$ cat src/rtl/uart_tx_fifo.sv
// uart_tx_fifo: byte FIFO feeding a UART transmitter (8 data bits, 1 stop bit,
// optional even parity bit when UART_TX_PARITY_EN is defined).
// ena acts as a clock enable for the whole tile: with ena low nothing advances.
module uart_tx_fifo #(
    parameter int CLKS_PER_BIT = 4,
    parameter int FIFO_DEPTH   = 4
) (
    input  logic                          clk,
    input  logic                          rst_n,
    input  logic                          ena,
    input  logic [7:0]                    in_data,
    input  logic                          in_valid,
    output logic                          in_ready,
    output logic                          tx,
    output logic                          busy,
    output logic [$clog2(FIFO_DEPTH):0]   fifo_count
);

    localparam int PW = $clog2(FIFO_DEPTH);
    localparam int CW = PW + 1;
    localparam int BW = 12;
    localparam logic [CW-1:0] DEPTH_C   = CW'(FIFO_DEPTH);
    localparam logic [BW-1:0] BAUD_LOAD = BW'(CLKS_PER_BIT - 1);

    typedef enum logic [2:0] {
        IDLE   = 3'd0,
        START  = 3'd1,
        DATA   = 3'd2,
        STOP   = 3'd3
`ifdef UART_TX_PARITY_EN
        ,
        PARITY = 3'd4
`endif
    } state_t;

    // Even parity: XOR of all data bits
    function automatic logic even_parity(input logic [7:0] b);
        return ^b;
    endfunction

    state_t          state_q, state_d;
    logic [BW-1:0]   baud_q, baud_d;
    logic [2:0]      bit_idx_q, bit_idx_d;
    logic [7:0]      shreg_q, shreg_d;
    logic            tx_q, tx_d;
    logic            busy_q, busy_d;
    logic [CW-1:0]   count_q, count_d;
    logic [PW-1:0]   wr_ptr_q, wr_ptr_d;
    logic [PW-1:0]   rd_ptr_q, rd_ptr_d;
`ifdef UART_TX_PARITY_EN
    logic            parity_q, parity_d;
`endif

    logic [7:0]      mem [FIFO_DEPTH];
    logic            wr_en_s;
    logic            pop_s;
    logic [7:0]      head_s;

    assign in_ready   = ena && (count_q < DEPTH_C);
    assign wr_en_s    = in_valid && in_ready;
    assign head_s     = mem[rd_ptr_q];
    assign tx         = tx_q;
    assign busy       = busy_q;
    assign fifo_count = count_q;

    // FIFO storage write port; storage itself is not reset, pointers are
    always_ff @(posedge clk) begin
        if (rst_n && wr_en_s) begin
            mem[wr_ptr_q] <= in_data;
        end
    end

    // Transmit FSM: next state, baud counting, bit shifting and head pop
    always_comb begin
        state_d   = state_q;
        baud_d    = baud_q;
        bit_idx_d = bit_idx_q;
        shreg_d   = shreg_q;
        tx_d      = tx_q;
        pop_s     = 1'b0;
`ifdef UART_TX_PARITY_EN
        parity_d  = parity_q;
`endif
        if (ena) begin
            case (state_q)
                IDLE: begin
                    tx_d = 1'b1;
                    if (count_q != {CW{1'b0}}) begin
                        pop_s = 1'b1;
                    end else begin
                        state_d = IDLE;
                    end
                end
                START: begin
                    if (baud_q == {BW{1'b0}}) begin
                        state_d   = DATA;
                        baud_d    = BAUD_LOAD;
                        bit_idx_d = 3'd0;
                        tx_d      = shreg_q[0];
                    end else begin
                        baud_d = baud_q - {{(BW-1){1'b0}}, 1'b1};
                    end
                end
                DATA: begin
                    if (baud_q == {BW{1'b0}}) begin
                        baud_d = BAUD_LOAD;
                        if (bit_idx_q == 3'd7) begin
`ifdef UART_TX_PARITY_EN
                            state_d = PARITY;
                            tx_d    = parity_q;
`else
                            state_d = STOP;
                            tx_d    = 1'b1;
`endif
                        end else begin
                            bit_idx_d = bit_idx_q + 3'd1;
                            shreg_d   = {1'b0, shreg_q[7:1]};
                            tx_d      = shreg_q[1];
                        end
                    end else begin
                        baud_d = baud_q - {{(BW-1){1'b0}}, 1'b1};
                    end
                end
`ifdef UART_TX_PARITY_EN
                PARITY: begin
                    if (baud_q == {BW{1'b0}}) begin
                        state_d = STOP;
                        baud_d  = BAUD_LOAD;
                        tx_d    = 1'b1;
                    end else begin
                        baud_d = baud_q - {{(BW-1){1'b0}}, 1'b1};
                    end
                end
`endif
                STOP: begin
                    if (baud_q == {BW{1'b0}}) begin
                        if (count_q != {CW{1'b0}}) begin
                            pop_s = 1'b1;
                        end else begin
                            state_d = IDLE;
                            tx_d    = 1'b1;
                        end
                    end else begin
                        baud_d = baud_q - {{(BW-1){1'b0}}, 1'b1};
                    end
                end
                default: begin
                    state_d = IDLE;
                    baud_d  = {BW{1'b0}};
                    tx_d    = 1'b1;
                end
            endcase
            // Popping the head always starts a fresh frame with the start bit
            if (pop_s) begin
                state_d = START;
                baud_d  = BAUD_LOAD;
                shreg_d = head_s;
                tx_d    = 1'b0;
`ifdef UART_TX_PARITY_EN
                parity_d = even_parity(head_s);
`endif
            end else begin
                shreg_d = shreg_d;
            end
        end else begin
            state_d = state_q;
        end
    end

    // FIFO pointer and occupancy bookkeeping; write and pop together cancel out
    always_comb begin
        wr_ptr_d = wr_en_s ? (wr_ptr_q + PW'(1)) : wr_ptr_q;
        rd_ptr_d = pop_s   ? (rd_ptr_q + PW'(1)) : rd_ptr_q;
        case ({wr_en_s, pop_s})
            2'b10:   count_d = count_q + {{(CW-1){1'b0}}, 1'b1};
            2'b01:   count_d = count_q - {{(CW-1){1'b0}}, 1'b1};
            default: count_d = count_q;
        endcase
        busy_d = (state_d != IDLE) || (count_d != {CW{1'b0}});
    end

    // State and datapath registers with synchronous active-low reset
    always_ff @(posedge clk) begin
        if (!rst_n) begin
            state_q   <= IDLE;
            baud_q    <= {BW{1'b0}};
            bit_idx_q <= 3'd0;
            shreg_q   <= 8'd0;
            tx_q      <= 1'b1;
            busy_q    <= 1'b0;
            count_q   <= {CW{1'b0}};
            wr_ptr_q  <= {PW{1'b0}};
            rd_ptr_q  <= {PW{1'b0}};
`ifdef UART_TX_PARITY_EN
            parity_q  <= 1'b0;
`endif
        end else begin
            state_q   <= state_d;
            baud_q    <= baud_d;
            bit_idx_q <= bit_idx_d;
            shreg_q   <= shreg_d;
            tx_q      <= tx_d;
            busy_q    <= busy_d;
            count_q   <= count_d;
            wr_ptr_q  <= wr_ptr_d;
            rd_ptr_q  <= rd_ptr_d;
`ifdef UART_TX_PARITY_EN
            parity_q  <= parity_d;
`endif
        end
    end

endmodule

$ cat config.mk
export PLATFORM = sky130hd
export DESIGN_NAME = uart_tx_fifo
export DESIGN_NICKNAME = d
export VERILOG_FILES = /design/src/rtl/uart_tx_fifo.sv
export SDC_FILE = /design/constraint.sdc
export NUM_CORES = 1
export LEC_CHECK = 0
export CAP_MARGIN = 20
export CORE_ASPECT_RATIO = 0.6
export CORE_MARGIN = 2
export CORE_UTILIZATION = 30
export CTS_BUF_LIST = sky130_fd_sc_hd__clkbuf_16
export DETAILED_ROUTE_END_ITERATION = 10
export SLEW_MARGIN = 20
export SYNTH_ARGS = -nofsm -noshare
export SYNTH_HDL_FRONTEND = slang
export SYNTH_SLANG_ARGS = --single-unit
$ cat constraint.sdc
create_clock -name clk -period 4.2 [get_ports clk]
set_input_delay 0.63 -clock clk [delete_from_list [all_inputs] [get_ports clk]]
set_output_delay 0.63 -clock clk [all_outputs]
set_load 0.1 [all_outputs]
# Word level (Yosys, flattened, before mapping)
# Memory sizes are Yosys's and may differ from the RTL's. A register that Yosys moved wholly into a read port is not among the register bits.
# Cells that the tools add are included.
[op_classes]
addsub = 6
order_cmp = 1
n_eq_ne = 16
mux = 37
n_reduce_logical = 17
[ops]
columns = ["cell", "count"]
rows = [
  ["$mux W12", 3],
  ["$pmux W12 S3", 1],
  ["$mux W8", 4],
  ["$mux W3", 10],
  ["$ne A3 B3 Y1 const B", 5],
  ["$logic_not A12 Y1", 1],
  ["$mux W1", 12],
  ["$pmux W3 S2", 2],
  ["$pmux W3 S4", 1],
  ["$sub A12 B1 Y12 const B", 1],
  ["$reduce_and A5 Y1", 2],
  ["$reduce_bool A3 Y1", 3],
  ["$ne A2 B2 Y1 const B", 4],
  ["$add A3 B1 Y3 const B", 2],
  ["$eq A3 B2 Y1 const B", 2],
  ["$reduce_bool A2 Y1", 3],
  ["$add A2 B1 Y2 const B", 2],
  ["$mux W2", 2],
  ["$reduce_and A4 Y1", 1],
  ["$eq A3 B1 Y1 const B", 1],
  ["$eq A3 B3 Y1 const B", 1],
  ["$logic_and A1 B1 Y1", 3],
  ["$logic_not A3 Y1", 1],
  ["$lt A3 B3 Y1 const B", 1],
  ["9 further kinds", 9],
]
[word_totals]
ff_bits = 35
mem_bits_rw = 32
inputBits = 12
elab_cells = 87
mem_count = 1
[memory_table]
columns = ["memory", "depth", "width", "read_ports", "rd_ports_with_merged_regs", "wr", "line_no", "source"]
rows = [
  ["mem", 4, 8, 1, 1, 1, "54", "logic [7:0] mem [FIFO_DEPTH];"],
]

# Longest topological paths before layout
# Gate-level depths: netlist (run 1).
[logic_depth]
depth_word = 10
mapped_depth = 13
mapped_depth_nobuf = 13

# Worst setup path before layout (run 1)
# OpenSTA, ideal clock, no wires.
[synth_path]
path_type = "reg-to-reg"
from = "reg count_q[2], in the netlist fifo_count[2]"
to = "reg busy_q, in the netlist busy"
setup_time_ns = 0.125
arrival_ns = 3.852
required_time_ns = 4.075
setup_slack_ns = 0.223
stages_incl_launch_ff = 12
path_buffers = 1
cell_sequence = "dfxtp_1 -> nor2b_1 -> and2_1 -> clkbuf_1 -> inv_1 -> ha_1 -> inv_1 -> fa_1 -> xnor2_1 -> nand2_1 -> xnor2_1 -> o41a_1"
[synth_between]
word_cells_on_any_way = 22
classes_between = "add/sub: 2; order compare: 1; eq/ne: 2; mux: 11; reduce/logical: 6"
[synth_lines]
columns = ["element", "line_no", "source"]
rows = [
  ["start: declaration", "47", "logic [CW-1:0] count_q, count_d;"],
  ["start signal: assignment", "191", "count_q <= {CW{1'b0}};"],
  ["start signal: assignment", "204", "count_q <= count_d;"],
  ["$lt A3 B3 Y1 (*)", "59", "assign in_ready = ena && (count_q < DEPTH_C);"],
  ["$logic_and A1 B1 Y1 (*)", "59", ""],
  ["via in_ready", "13", "output logic in_ready,"],
  ["$logic_and A1 B1 Y1 (*)", "60", "assign wr_en_s = in_valid && in_ready;"],
  ["$eq A2 B1 Y1 / $eq A2 B2 Y1 (equally long branches)", "174", "case ({wr_en_s, pop_s})"],
  ["$pmux W3 S2 (*)", "174", ""],
  ["$reduce_bool A3 Y1 (*)", "179", "busy_d = (state_d != IDLE) || (count_d != {CW{1'b0}});"],
  ["$logic_or A1 B1 Y1 (*)", "179", ""],
  ["end signal: assignment", "203", "busy_q <= busy_d;"],
  ["end: declaration", "46", "logic busy_q, busy_d;"],
]
# The timed path passes the listed nets; every way through them passes the cells marked *. The select of a mux whose other input is x is not followed.
# A chain may end at the register's enable or synchronous reset.

# Final worst setup path (run 1)
[layout_path]
from = "reg baud_q[0]"
to = "reg busy_q, in the netlist busy"
[layout_between]
elab_chain_len = 9
word_cells_on_any_way = 17
classes_between = "eq/ne: 2; mux: 11; reduce/logical: 4"
[layout_rtl]
columns = ["element", "line_no", "source"]
rows = [
  ["start: declaration", "42", "logic [BW-1:0] baud_q, baud_d;"],
  ["start signal: assignment", "186", "baud_q <= {BW{1'b0}};"],
  ["start signal: assignment", "199", "baud_q <= baud_d;"],
  ["$logic_not A12 Y1 (*)", "136", "if (baud_q == {BW{1'b0}}) begin"],
  ["$mux W1 (*)", "136", ""],
  ["$pmux W1 S2 (*)", "85", "case (state_q)"],
  ["$mux W1 (*) (2 in series)", "84", "if (ena) begin"],
  ["via pop_s", "56", "logic pop_s;"],
  ["$eq A2 B1 Y1 / $eq A2 B2 Y1 (equally long branches)", "174", ""],
  ["$pmux W3 S2 (*)", "174", ""],
  ["$reduce_bool A3 Y1 (*)", "179", ""],
  ["$logic_or A1 B1 Y1 (*)", "179", ""],
]
# Marked as above.

==> results of run 1 <==
-- flip-flops by register name (all words and copies together), names as in the netlist, named ones only --
register / cells
bit_idx_q: 3
fifo_count: 3
shreg_q: 8
rd_ptr_q: 2
state_q: 3
tx: 1
baud_q: 12
mem: 32
wr_ptr_q: 2
busy: 1
-- cell usage after synthesis, types with 2 or more instances --
library cell  count  share of area
a21oi_2           7          0.019
nor3_1            6         0.0092
o41a_1            2         0.0069
nand4_1           2         0.0038
and3_1            7          0.013
o211ai_1          2         0.0046
mux2i_1           9          0.028
a31oi_1          13          0.025
inv_1            13          0.015
o21ai_0           4         0.0061
mux4_2            8          0.055
nor2_1           11          0.013
a21oi_1           6         0.0092
buf_6             3          0.010
a22oi_1           2         0.0046
edfxtp_1         32           0.29
nand2_1          20          0.023
nor2b_1           8          0.015
ha_1              9          0.035
nand3_1           7          0.011
nor4b_1           3         0.0081
o221a_1           2         0.0069
o31ai_1           9          0.021
buf_4             2         0.0046
and2_1            8          0.015
nand2b_1          2         0.0038
nor4_1            3         0.0058
xnor2_1           5          0.013
dfxtp_1          37           0.23
clkbuf_1          5         0.0058
-- layout by cell type, fill, tap and decap left out, drive strengths merged, types with 5 or more instances in the layout --
| master | Yosys | final |
|---|---|---|
| clkdlybuf4s50 | 0 | 16 |
| o31ai | 9 | 9 |
| edfxtp | 32 | 32 |
| nor2b | 8 | 8 |
| clkbuf | 5 | 9 |
| mux4 | 8 | 8 |
| o21ai | 6 | 6 |
| a21oi | 14 | 14 |
| nor2 | 11 | 11 |
| nor3 | 7 | 7 |
| xnor2 | 5 | 5 |
| ha | 9 | 9 |
| and3 | 7 | 7 |
| dfxtp | 37 | 37 |
| mux2i | 9 | 9 |
| nand2 | 21 | 21 |
| a31oi | 14 | 14 |
| inv | 13 | 15 |
| and2 | 8 | 8 |
| nand3 | 8 | 8 |
-- critical path: cells and delay by family (launching register included) --
kind / cells / cell delay, ns
compound gates: 2 / 0.85
xor+xnor: 2 / 0.27
fa+ha+maj: 3 / 0.70
buf+inv: 3 / 0.30
flops: 1 / 0.36
simple gates: 3 / 0.79
-- final cells by class --
class	instances	area [um2]	area share
Inverter	14	57.6	0.0149
Timing Repair Buffer	18	175	0.0455
Tap cell	139	174	0.0451
Clock buffer	9	225	0.0584
Multi-Input combinational cell	179	1440	0.373
Clock inverter	7	83.8	0.0218
Sequential cell	69	1700	0.442
-- logic make-up (layout without fill, tap and decap cells) --
logic type      count (synthesis)  after routing  synth area share
xor+xnor                        5              5            0.0134
mux                            18             18            0.0863
simple gates                   86             86             0.150
compound gates                 60             60             0.149
buf+inv                        25             48            0.0395
fa+ha+maj                      10             10            0.0407
flops                          69             69             0.522
-- worst min path at each step --
stage                      from         end  slack, ns
finish               shreg_q[7]  shreg_q[7]       0.46
global route        rd_ptr_q[1]    register       0.50
CTS                  shreg_q[7]  shreg_q[7]       0.47
detailed placement   shreg_q[7]  shreg_q[7]       0.46
global placement     shreg_q[7]  shreg_q[7]       0.45
floorplan            shreg_q[7]  shreg_q[7]       0.44
-- per-layer routing --
metal,vias to the layer above,track usage,part of all wire
met5,-,0,0
met4,0,0.0529,0.017
met3,9,0.0331,0.064
met2,67,0.165,0.41
met1,1056,0.180,0.51
li1,1077,-,-
-- metrics by stage --
stage / total power [mW] / area [um2]
after floorplan: 1.90 / 3260
after global placement: 2.12 / 3540
after detailed placement: 2.14 / 3540
after CTS: 2.93 / 3850
after global routing: 3.09 / 3850
final: 2.92 / 3850
-- power by group through the flow --
stage / logic, mW / registers (mW) / clock network (mW)
finish: 1.17 / 0.969 / 0.783
global route: 1.27 / 0.995 / 0.826
CTS: 1.16 / 0.969 / 0.796
detailed placement: 1.16 / 0.980 / 0
global placement: 1.14 / 0.976 / 0
floorplan: 0.856 / 1.04 / 0
==> impl_metrics.toml, run 1 <==
[critical_path]
worst-setup-path-type = "register to register"
path_max_fanout = 10
critPathSlowestCell = "or4b_4"
r2r_start = "baud_q[0]"
cpPeakStageDelay_ns = 0.51
endpoint = "busy"
crit_chain = "inv_1, ha_1, or4b_4, o41ai_4, nand3_2, clkinv_4, ha_1, inv_1, fa_1, xnor2_1, nand2_1, xnor2_1, o41a_1"
r2r_end = "busy"
reg2reg_depth = 13
start_kind = "register"
rrSetupSlack_ns = 0.81
cp.required_ns = 4.40
cp-end-kind = "register"
crit_arrival_ns = 3.59
crit_start = "baud_q[0]"

[clock_tree]
cts_resized = 0
cts_sinks = 69
cts-root-buf = "clkbuf_16"
tritoncts = "yes"
clock_latency_ns = 0.33
htreeDepth = 3
clk_pin_slew_ns = 0.05
hold_buffers = 0
numCtsBuffers = 9
clockBufferDepth = 2
cts_setup_buffers = 0

[route]
vias = 2209
dr.first_iter.drc_count = 130
ant_nets = 0
first_pass_iters = 4
wl_per_cell_um = 15.6
routed_wl_um = 6770
viasPerCell = 5.08
drc = 0

[sta]
finalHoldViolations = 0
tns_ns = 0
fin_crit_ns = 3.39
setup_ws_ns = 0.807
finalClockSkew_ns = 0.0106
fmax_mhz = 295
setup_violations = 0
slew_headroom = 0.354
min_period_over_period = 0.808
hold_ws_ns = 0.464
drv_slew = 0
rsz0062_at_grt = "no"
worst_slew_pin_slew_ns = 0.967

[placed_design]
pre_cts_slack_ns = 0.854
dp_cells = 419
port_buffers = 17
gp_congestion = 0.822
dp_hpwl_um = 4820

[status]
outcome = "completed"

[global_route]
grt_max_degree = 21
first_global_vias = 2096
grt_pass1_wl_um = 11100
gr-total-overflow = 0
antenna_found_initial = 0
grt.total_usage = 0.122

[die]
die_h_um = 84.8
io_pins = 18
core_um2 = 10600
die_area_um2 = 11700
start_util = 0.309
rows = 29
fp.dieW_um = 139

[power_and_ir_drop]
power_frac_seq = 0.332
power_frac_comb = 0.400
p_leak_nw = 1.37
sw_frac_of_total = 0.388
ir_drop_v = 0.000623
netSwitchingPower_mw = 1.13
pwr-share-clk = 0.268
power_density_nw_per_um2 = 757
internal_power_mw = 1.79

[logic_synthesis]
yosys_warnings = 0
synth_flop_cell = "dfxtp_1"
syn-mean-instance-area_um2 = 11.9
synth-seq-cells = 69
synth_edf_count = 32
synthCells = 273
syn-cell-area_um2 = 3260
yosysSeqAreaShare = 0.522
yosys.cell_types.count = 56
synthesis.nets = 295
synthArstFlopShare = 0

[cells_and_area]
fin_nets = 313
fillers = 1007
layoutNonFillerInstCount = 435
drive_gt1_frac = 0.159
area_delta_synth_final_pct = 18.2
antenna_cells = 0
final_core_util = 0.365

[worst_hold_path]
hold_depth = 2
hp-class = "register to register"

[run]
maxCapViolCount = 0
(Power assumes the default switching activity.)
==> inputs of run 2 (changes only) <==
==> constraint.sdc (replaced) <==
create_clock -name clk -period 2.8 [get_ports clk]
set_input_delay 0.42 -clock clk [delete_from_list [all_inputs] [get_ports clk]]
set_output_delay 0.42 -clock clk [all_outputs]
set_load 0.1 [all_outputs]
==> run 2 against run 1 <==
  * The flow now finishes with violations (setup timing)
  * Routed wire length rose by 2.1%
  * Sequential cell count did not move
  * Die area did not move
  * Via count rose by 4.7%
  * Critical endpoint unchanged
==> impl_metrics.toml, run 2 (synthesized netlist as in run 1, its figures left out) <==
[clock_tree]
tritoncts = "yes"
clockBufferDepth = 2
cts_sinks = 69
cts_setup_buffers = 0
clk_pin_slew_ns = 0.05
htreeDepth = 3
cts-root-buf = "clkbuf_16"
numCtsBuffers = 9
clock_latency_ns = 0.33

[status]
violations = "setup timing"
outcome = "finished with violations"

[run]
maxCapViolCount = 0

[cells_and_area]
drive_gt1_frac = 0.276
layout_common_cells = "33 x dfxtp_1, 32 x edfxtp_1, 32 x buf_4, 20 x nand2_1, 13 x a31oi_1"
antenna_cells = 0
largestRegisters = "mem (32), baud_q (12), shreg_q (8)"
layoutNonFillerInstCount = 461
top_register = "mem"
largest_reg_flops = 32
final_core_util = 0.383
area_delta_synth_final_pct = 24.0
fin_nets = 339
fillers = 1001
layout_commonest_cell = "dfxtp_1"

[sta]
worst_slew_pin_slew_ns = 0.717
fin_crit_ns = 2.86
finalClockSkew_ns = 0.00550
rsz0062_at_grt = "yes"
finalHoldViolations = 0
slew_headroom = 0.518
fmax_mhz = 350
min_period_over_period = 1.02
setup_violations = 1
setup_ws_ns = -0.0607
hold_ws_ns = 0.460
drv_slew = 0

[critical_path]
crit_arrival_ns = 3.07
start_kind = "register"
path_max_fanout = 2
r2r_start = "baud_q[0]"
reg2reg_depth = 13
cp.depth = 13
cp.required_ns = 3.01
cp-end-kind = "register"
critPathSlowestCell = "or4b_4"
cpPeakStageDelay_ns = 0.48
r2r_end = "busy"
worst-setup-path-type = "register to register"
critPathTopFamily = "simple AND/OR/NAND/NOR gates"
rrSetupSlack_ns = -0.06
crit_chain = "inv_2, ha_4, or4b_4, o41ai_4, nand3_2, clkinv_4, ha_4, inv_2, fa_2, xnor2_1, nand2_1, xnor2_2, o41a_1"
path_buf_inv = 3

[route]
first_pass_iters = 4
vias = 2313
routed_wl_um = 6910
drc = 0
viasPerCell = 5.02
ant_nets = 0
wl_per_cell_um = 15.0
dr.first_iter.drc_count = 177

[power_and_ir_drop]
power_density_nw_per_um2 = 1110
ir_drop_v = 0.000537
p_leak_nw = 1.50

[global_route]
grt.total_usage = 0.126
antenna_found_initial = 0
grt_pass1_wl_um = 11600
grt_max_degree = 22
gr-total-overflow = 0
first_global_vias = 2196

[die]
rows = 29
core_um2 = 10600
fp.dieW_um = 139
start_util = 0.309
io_pins = 18
die_h_um = 84.8
die_area_um2 = 11700

[worst_hold_path]
holdCritStartpoint = "shreg_q[7]"
hp-class = "register to register"
hold_depth = 2
hold_path_end = "shreg_q[7]"

[placed_design]
dp_cells = 445
pre_cts_slack_ns = -0.0924
dp_hpwl_um = 5050
port_buffers = 17
gp_congestion = 0.826
==> run 2: changes by cell type in the layout (fill, tap and decap cells not counted), sizes merged <==
cell	delta
buf	+31
clkdlybuf4s50	-5
bufinv	-2
clkinv	+1
clkinvlp	+1
==> run 2: metrics by stage <==
step                power (mW)  setup TNS (ns)  instance area [um2]
floorplan                 2.87          -0.171                 3290
global placement          3.44         -0.0279                 3760
detailed placement        3.48         -0.0924                 3760
CTS                       4.48          -0.103                 4020
global route              4.77          -0.198                 4040
finish                    4.49         -0.0607                 4040
==> run 2: metal layers <==
metal / GRT usage / share of wire
met5: 0 / 0
met4: 0.0473 / 0.017
met3: 0.0354 / 0.056
met2: 0.164 / 0.39
met1: 0.194 / 0.54
==> run 2: tightest hold or removal path: stages, from the launching register on <==
cell and delay, ns:
dfxtp_1 0.31, nand2_1 0.07, o21ai_2 0.05
==> run 2: worst max path at each step <==
| stage | start | end | slack [ns] |
|---|---|---|---|
| floorplan | baud_q[0] | busy | -0.17 |
| global placement | baud_q[0] | busy | -0.03 |
| detailed placement | baud_q[0] | busy | -0.09 |
| CTS | baud_q[0] | busy | -0.10 |
| global route | baud_q[0] | busy | -0.20 |
| finish | baud_q[0] | busy | -0.06 |
==> run 2: final cells by class <==
cell class	count	area (um2)	area share
flip-flops and latches	69	1710	0.422
multi-input cells	179	1470	0.364
repair buffers	44	370	0.0916
clock buffers	9	225	0.0557
well taps	139	174	0.0430
inverters	14	57.6	0.0142
clock inverters	7	36.3	0.00898
==> run 2: timing repair <==
| item | 4_1_cts | 5_1_grt |
|---|---|---|
| resized for setup | 0 | 8 |
| endpoints found under the setup margin | 1 | 2 |
| hold buffers | 0 | 0 |
==> run 2: power by group <==
part / leakage (nW) / switching, mW / total, mW / internal [mW]
Sequential: 0.593 / 0.163 / 1.41 / 1.24
Combinational: 0.777 / 1.20 / 2.10 / 0.899
Clock: 0.131 / 0.405 / 0.990 / 0.585
Total: 1.50 / 1.76 / 4.49 / 2.73
